==> src/rtl/posit_defines.sv <==
// Shared posit definitions for the multiplier stream wrapper: word width and
// the product record buffered in the result FIFO.
package posit_defines;

  localparam int POSIT_NBITS = 32;

  typedef struct packed {
    logic [POSIT_NBITS-1:0] result;
    logic                   inf;
    logic                   zero;
  } mult_entry_t;

endpackage

==> src/rtl/posit_result_fifo.sv <==
// Show-ahead in-order FIFO for multiplier products. Push and pop may coincide
// in any state, including full; a synchronous clear empties it.
module posit_result_fifo #(
  parameter int WIDTH = 42,
  parameter int DEPTH = 8,
  localparam int PW = (DEPTH > 1) ? $clog2(DEPTH) : 1,
  localparam int CW = $clog2(DEPTH + 1)
) (
  input  logic             clk,
  input  logic             reset_n,
  input  logic             clear,
  input  logic             push,
  input  logic [WIDTH-1:0] push_data,
  input  logic             pop,
  output logic [WIDTH-1:0] head,
  output logic             empty,
  output logic             full,
  output logic [CW-1:0]    count
);

  logic [WIDTH-1:0] mem [DEPTH];
  logic [PW-1:0]    wr_ptr;
  logic [PW-1:0]    rd_ptr;
  logic             do_push;
  logic             do_pop;

  function automatic logic [PW-1:0] ptr_inc(input logic [PW-1:0] p);
    return (p == PW'(DEPTH - 1)) ? '0 : p + 1'b1;
  endfunction

  assign empty   = (count == '0);
  assign full    = (count == CW'(DEPTH));
  assign do_pop  = pop & ~empty;
  // When full, a push only lands if the head leaves in the same cycle.
  assign do_push = push & (~full | do_pop);
  assign head    = mem[rd_ptr];

  always_ff @(posedge clk or negedge reset_n) begin
    if (!reset_n) begin
      wr_ptr <= '0;
      rd_ptr <= '0;
      count  <= '0;
    end else if (clear) begin
      wr_ptr <= '0;
      rd_ptr <= '0;
      count  <= '0;
    end else begin
      if (do_push) wr_ptr <= ptr_inc(wr_ptr);
      if (do_pop)  rd_ptr <= ptr_inc(rd_ptr);
      case ({do_push, do_pop})
        2'b10:   count <= count + 1'b1;
        2'b01:   count <= count - 1'b1;
        default: ;
      endcase
    end
  end

  always_ff @(posedge clk) begin
    if (do_push & ~clear) mem[wr_ptr] <= push_data;
  end

endmodule

==> src/rtl/posit_mult_stream.sv <==
// Valid/ready wrapper around the fixed-latency posit multiplier with tag pipe,
// in-order result FIFO and credit back-pressure. Optional: POSIT_MULT_STREAM_STATS_EN.
module posit_mult_stream
  import posit_defines::*;
#(
  parameter int NBITS      = POSIT_NBITS,
  parameter int TAG_W      = 8,
  parameter int MULT_LAT   = 4,
  parameter int FIFO_DEPTH = 8
) (
  input  logic             clk,
  input  logic             reset_n,
  input  logic             flush,
  input  logic             in_valid,
  output logic             in_ready,
  input  logic [NBITS-1:0] in_a,
  input  logic [NBITS-1:0] in_b,
  input  logic [TAG_W-1:0] in_tag,
  output logic [NBITS-1:0] mult_in1,
  output logic [NBITS-1:0] mult_in2,
  output logic             mult_start,
  input  logic [NBITS-1:0] mult_result,
  input  logic             mult_inf,
  input  logic             mult_zero,
  input  logic             mult_done,
  output logic             out_valid,
  input  logic             out_ready,
  output logic [NBITS-1:0] out_result,
  output logic             out_inf,
  output logic             out_zero,
  output logic [TAG_W-1:0] out_tag,
  output logic             overflow_err
`ifdef POSIT_MULT_STREAM_STATS_EN
  ,
  output logic [31:0]      stat_issued,
  output logic [31:0]      stat_inf,
  output logic [31:0]      stat_zero,
  output logic [31:0]      stat_stall
`endif
);

  localparam int EW  = NBITS + 2 + TAG_W;
  localparam int LW  = $clog2(MULT_LAT + 1);
  localparam int FCW = $clog2(FIFO_DEPTH + 1);
  localparam int OW  = $clog2(MULT_LAT + FIFO_DEPTH + 1);

  generate
    if (FIFO_DEPTH < MULT_LAT + 2) begin : g_depth_chk
      $error("FIFO_DEPTH must be at least MULT_LAT+2");
    end
    if (NBITS != POSIT_NBITS) begin : g_width_chk
      $error("NBITS must match posit_defines::POSIT_NBITS");
    end
  endgenerate

  logic             fire;
  logic             pop;
  logic             tail_vld;
  logic [TAG_W-1:0] tail_tag;
  logic             fifo_empty;
  logic             fifo_full;
  logic [FCW-1:0]   fifo_cnt;
  logic [LW-1:0]    inflight_cnt;
  logic [LW-1:0]    mask_cnt;
  logic [OW-1:0]    occ;
  logic             done_mismatch;
  logic             fifo_overrun;
  logic             vld_p [MULT_LAT];
  logic [TAG_W-1:0] tag_p [MULT_LAT];
  mult_entry_t      wr_entry;
  mult_entry_t      head_entry;
  logic [EW-1:0]    head_word;
  logic [TAG_W-1:0] head_tag;

  // Credits count everything already committed: in the multiplier or in the FIFO.
  assign occ        = OW'(inflight_cnt) + OW'(fifo_cnt);
  assign in_ready   = (occ < OW'(FIFO_DEPTH)) & ~flush & reset_n;
  assign fire       = in_valid & in_ready;
  assign mult_start = fire;
  assign mult_in1   = fire ? in_a : '0;
  assign mult_in2   = fire ? in_b : '0;

  // Stage boundary: issue -> tag/valid pipe, tail aligned with the multiplier output
  always_ff @(posedge clk or negedge reset_n) begin
    if (!reset_n) begin
      for (int i = 0; i < MULT_LAT; i++) vld_p[i] <= 1'b0;
    end else if (flush) begin
      for (int i = 0; i < MULT_LAT; i++) vld_p[i] <= 1'b0;
    end else begin
      vld_p[0] <= fire;
      for (int i = 1; i < MULT_LAT; i++) vld_p[i] <= vld_p[i-1];
    end
  end

  always_ff @(posedge clk) begin
    tag_p[0] <= in_tag;
    for (int i = 1; i < MULT_LAT; i++) tag_p[i] <= tag_p[i-1];
  end

  assign tail_vld = vld_p[MULT_LAT-1];
  assign tail_tag = tag_p[MULT_LAT-1];

  always_ff @(posedge clk or negedge reset_n) begin
    if (!reset_n) begin
      inflight_cnt <= '0;
    end else if (flush) begin
      inflight_cnt <= '0;
    end else begin
      case ({fire, tail_vld})
        2'b10:   inflight_cnt <= inflight_cnt + 1'b1;
        2'b01:   inflight_cnt <= inflight_cnt - 1'b1;
        default: ;
      endcase
    end
  end

  // Done pulses from work issued before a flush or reset still drain out of
  // the multiplier; the consistency check stays blind until they are gone.
  always_ff @(posedge clk or negedge reset_n) begin
    if (!reset_n) begin
      mask_cnt <= LW'(MULT_LAT);
    end else if (flush) begin
      mask_cnt <= LW'(MULT_LAT);
    end else if (mask_cnt != '0) begin
      mask_cnt <= mask_cnt - 1'b1;
    end
  end

  assign done_mismatch = (mask_cnt == '0) & ~flush & (tail_vld != mult_done);
  assign fifo_overrun  = tail_vld & fifo_full & ~pop & ~flush;

  always_ff @(posedge clk or negedge reset_n) begin
    if (!reset_n) begin
      overflow_err <= 1'b0;
    end else if (done_mismatch | fifo_overrun) begin
      overflow_err <= 1'b1;
    end
  end

  // Stage boundary: multiplier output -> result FIFO
  always_comb begin
    wr_entry        = '0;
    wr_entry.result = mult_result;
    wr_entry.inf    = mult_inf;
    wr_entry.zero   = mult_zero;
  end

  posit_result_fifo #(
    .WIDTH(EW),
    .DEPTH(FIFO_DEPTH)
  ) u_fifo (
    .clk      (clk),
    .reset_n  (reset_n),
    .clear    (flush),
    .push     (tail_vld),
    .push_data({wr_entry, tail_tag}),
    .pop      (pop),
    .head     (head_word),
    .empty    (fifo_empty),
    .full     (fifo_full),
    .count    (fifo_cnt)
  );

  assign head_entry = head_word[EW-1:TAG_W];
  assign head_tag   = head_word[TAG_W-1:0];

  // Outputs are forced to zero while empty so stale storage never shows.
  assign out_valid  = ~fifo_empty;
  assign pop        = out_valid & out_ready;
  assign out_result = out_valid ? head_entry.result : '0;
  assign out_inf    = out_valid & head_entry.inf;
  assign out_zero   = out_valid & head_entry.zero;
  assign out_tag    = out_valid ? head_tag : '0;

`ifdef POSIT_MULT_STREAM_STATS_EN
  always_ff @(posedge clk or negedge reset_n) begin
    if (!reset_n) begin
      stat_issued <= '0;
      stat_inf    <= '0;
      stat_zero   <= '0;
      stat_stall  <= '0;
    end else begin
      if (fire)                  stat_issued <= stat_issued + 1'b1;
      if (pop & out_inf)         stat_inf    <= stat_inf + 1'b1;
      if (pop & out_zero)        stat_zero   <= stat_zero + 1'b1;
      if (in_valid & ~in_ready)  stat_stall  <= stat_stall + 1'b1;
    end
  end
`endif

endmodule

==> config.mk <==
export PLATFORM = sky130hd
export DESIGN_NAME = posit_mult_stream
export DESIGN_NICKNAME = d
export VERILOG_FILES = /design/src/rtl/posit_defines.sv /design/src/rtl/posit_result_fifo.sv /design/src/rtl/posit_mult_stream.sv
export SDC_FILE = /design/constraint.sdc
export NUM_CORES = 1
export LEC_CHECK = 0
export CORE_UTILIZATION = 49
export DETAILED_ROUTE_END_ITERATION = 6
export MAX_ROUTING_LAYER = met4
export PLACE_DENSITY = 0.76
export SLEW_MARGIN = 0
export SYNTH_ARGS = -nofsm -noshare
export SYNTH_HDL_FRONTEND = slang
export SYNTH_SLANG_ARGS = --single-unit
export TNS_END_PERCENT = 10
==> constraint.sdc <==
create_clock -name clk -period 4.2 [get_ports clk]
set_input_delay 0.42 -clock clk [delete_from_list [all_inputs] [get_ports clk]]
set_output_delay 0.42 -clock clk [all_outputs]
set_load 0.1 [all_outputs]
==> metrics.csv <==
stage,metric,value,unit
worst_hold_path,hp-class,in -> async,
yosys,syn_nets,902,
critical_path,worstSetupPathType,reg -> out,
timing,slew_headroom,35.3,%
drt,drt_first_iter_violations,543,
timing,skew,0.00744,ns
global_route,grt_pass1_vias,8205,
cts,htreeDepth,2,
cts,cts_buffer_depth,3,
layout,fillers,1969,
yosys,synthTopCellsByArea,"edfxtp_1, mux4_2, dfxtp_1, dfrtp_1, mux2i_1",
layout,area_growth,29.7,%
cts,cts_resized,0,
drt,drc,0,
cts,cts_root_buf,clkbuf_16,
place,port_buffers,221,
yosys,syn_inst,778,
timing,fmax,287,MHz
global_route,grt_usage,20.9,%
pwr,max-vdd-ir-drop,0.533,mV
cts,postCtsSetupBuffers,0,
layout,fin_cells,1441,
yosys,ys_warn_count,0,
timing,tightest_slew,0.971,ns
yosys,yosysSeqAreaShare,74.5,%
timing,period_needed,3.48,ns
run,maxCapViolCount,0,
layout,final_nets,1142,
global_route,overflow,0,
place,place_hpwl,19000,um
timing,slew_violations,0,
cts,cts_tree,done,
critical_path,crit_family,flip-flops,
yosys,synth_top_area_share,66.8,%
floorplan,die_x,178,um
critical_path,crit_buf_inv,2,
critical_path,cp.arrival,3.06,ns
drt,ant_nets,0,
yosys,async_flop_share,5.40,%
drt,wirelength,31400,um
yosys,synth_ff_type,edfxtp_1,
floorplan,core_area,30000,um2
critical_path,worstSetupEndpointType,primary output,
floorplan,rows,63,
timing,hold_viol,0,
yosys,synth_edf_count,336,
global_route,grt_max_degree,66,
cts,clock_latency,0.52,ns
place,place_congestion,0.738,
floorplan,dieHeight,178,um
layout,seq_area,11300,um2
layout,utilization,65.4,%
layout,drive_gt1_share,26.6,%
critical_path,path_max_fanout,50,
cts,numCtsBuffers,38,
global_route,antenna_found_initial,4,
pwr,power_leakage,6.60,nW
layout,multi_input_area,3700,um2
yosys,yosysMostFrequentCell,edfxtp_1,
floorplan,dieArea,31500,um2
drt,wire_per_inst,21.8,um
yosys,synth_top_area_cell,edfxtp_1,
layout,finalInstanceArea,19600,um2
critical_path,slowest_delay,1.04,ns
cts,clkTransAtPathRegs,0.06,ns
critical_path,crit_chain,buf_4 > mux4_2 > mux2i_1 > nor2_1 > buf_4,
floorplan,boundaryPins,222,
run_status,status,finished clean,
place,place_area,18400,um2
timing,grt_setup_unrepaired,false,
timing,min_period_over_period,82.8,%
global_route,grt_first_pass_wirelength,47100,um
cts,postCtsHoldBufs,0,
critical_path,critPathRequiredTime,3.78,ns
floorplan,start_util,50.4,%
place,placedCellCount,1368,
pwr,power_density,562,nW/um2
timing,setup_viol,0,
drt,vias,7964,
cts,cts.sinks,389,
yosys,syn_area,15100,um2
critical_path,cp_common_cell,buf_4,
drt,dr.pass1.iters,4,
critical_path,crit_path_top_delay_cell,dfrtp_4,
yosys,netlist_top_cells_count,"edfxtp_1, mux4_2, and2_1",
yosys,synth.distinct_cells,46,
drt,vias_per_cell,5.53,
yosys,avgSynthCellArea,19.4,um2
critical_path,start_kind,flop,
yosys,ys_ff_latch,389,
timing,tns,0,ns
==> path summary, 6_finish.rpt <==
| path | from | end | slack [ns] | cells past startpoint |
|---|---|---|---|---|
| hold / removal | reset_n | inflight_cnt[2] | 0.21 | 1 |
| setup / recovery | u_fifo.rd_ptr[0] | out_result[21] | 0.72 | 5 |
| setup reg to reg | u_fifo.count[2] | inflight_cnt[2] | 1.53 | 8 |
| min in group clk | tag_p[0][7] | tag_p[1][7] | 0.32 | 0 |
| max in group asynchronous | reset_n | mask_cnt[2] | 3.36 | 2 |
| hold reg to reg | tag_p[0][7] | tag_p[1][7] | 0.32 | 0 |
==> state kept, by name, indices dropped and copies added (netlist names) <==
| register | count |
|---|---|
| inflight_cnt | 3 |
| mask_cnt | 3 |
| overflow_err | 1 |
| tag_p | 32 |
| tail_vld | 1 |
| u_fifo.count | 4 |
| u_fifo.mem | 336 |
| u_fifo.rd_ptr | 3 |
| u_fifo.wr_ptr | 3 |
| vld_p | 3 |
==> cells in the final DEF (no fill, tap or decap), types with 4 or more instances in the layout <==
master,instances
buf_4,58
nor2_4,7
nor2_1,53
nand3_1,4
clkbuf_1,16
edfxtp_1,336
and2_1,64
mux4_2,84
ha_1,10
nor3_1,6
dfrtp_1,17
o21ai_0,4
inv_1,5
nand2b_1,6
a21oi_1,9
dfxtp_1,32
clkdlybuf4s50_1,112
mux2i_1,45
clkbuf_16,39
nand2_1,13
buf_12,69
diode_2,4
clkinv_1,5
nor3b_1,4
==> kinds of logic after synthesis <==
group / share of synthesized area (%)
flops: 74.5
mux: 15.5
fa+ha+maj: 1.09
simple gates: 6.08
buf+inv: 1.37
xor+xnor: 0.232
compound gates: 1.17
==> per-layer routing <==
layer  global-route usage, %  vias up  routed length [um]
met2                    36.4      296               16800
li1                        -     3547                   -
met3                    4.99       53                2440
met1                    24.0     4068               11500
met5                       -        -                   0
met4                    6.34        0                 694
==> metrics by stage <==
stage	power [mW]	hold WS [ns]	setup WS, ns
4_1_cts	11.1	0.193	0.640
5_1_grt	11.4	0.215	0.449
3_5_place_dp	7.95	0.312	1.06
6_report	11.0	0.209	0.721
2_1_floorplan	7.08	0.124	-0.174
3_3_place_gp	7.91	0.310	1.09
==> cell type report <==
class                      count  area share (%)
antenna                        4          0.0511
clock buffer                  58            5.50
clock inverter                11           0.473
inverter                       5          0.0958
multi-input combinational    345            18.9
sequential                   389            57.5
tap                          390            2.49
timing repair buffer         239            15.0
==> worst reg2reg max path: cells and delay by family, from the launching register on <==
kind / cells / cell delay (ns)
fa+ha+maj: 2 / 0.74
simple gates: 4 / 0.91
compound gates: 2 / 0.46
flops: 1 / 0.43
==> where the power goes <==
part | total, mW | leakage [nW] | switching [mW] | internal [mW]
clock | 3.18 | 0.569 | 1.34 | 1.84
sequential | 4.42 | 3.56 | 0.161 | 4.25
combinational | 3.42 | 2.47 | 2.42 | 1.00
total | 11.0 | 6.60 | 3.92 | 7.10
Power figures use the tool's default switching activity.
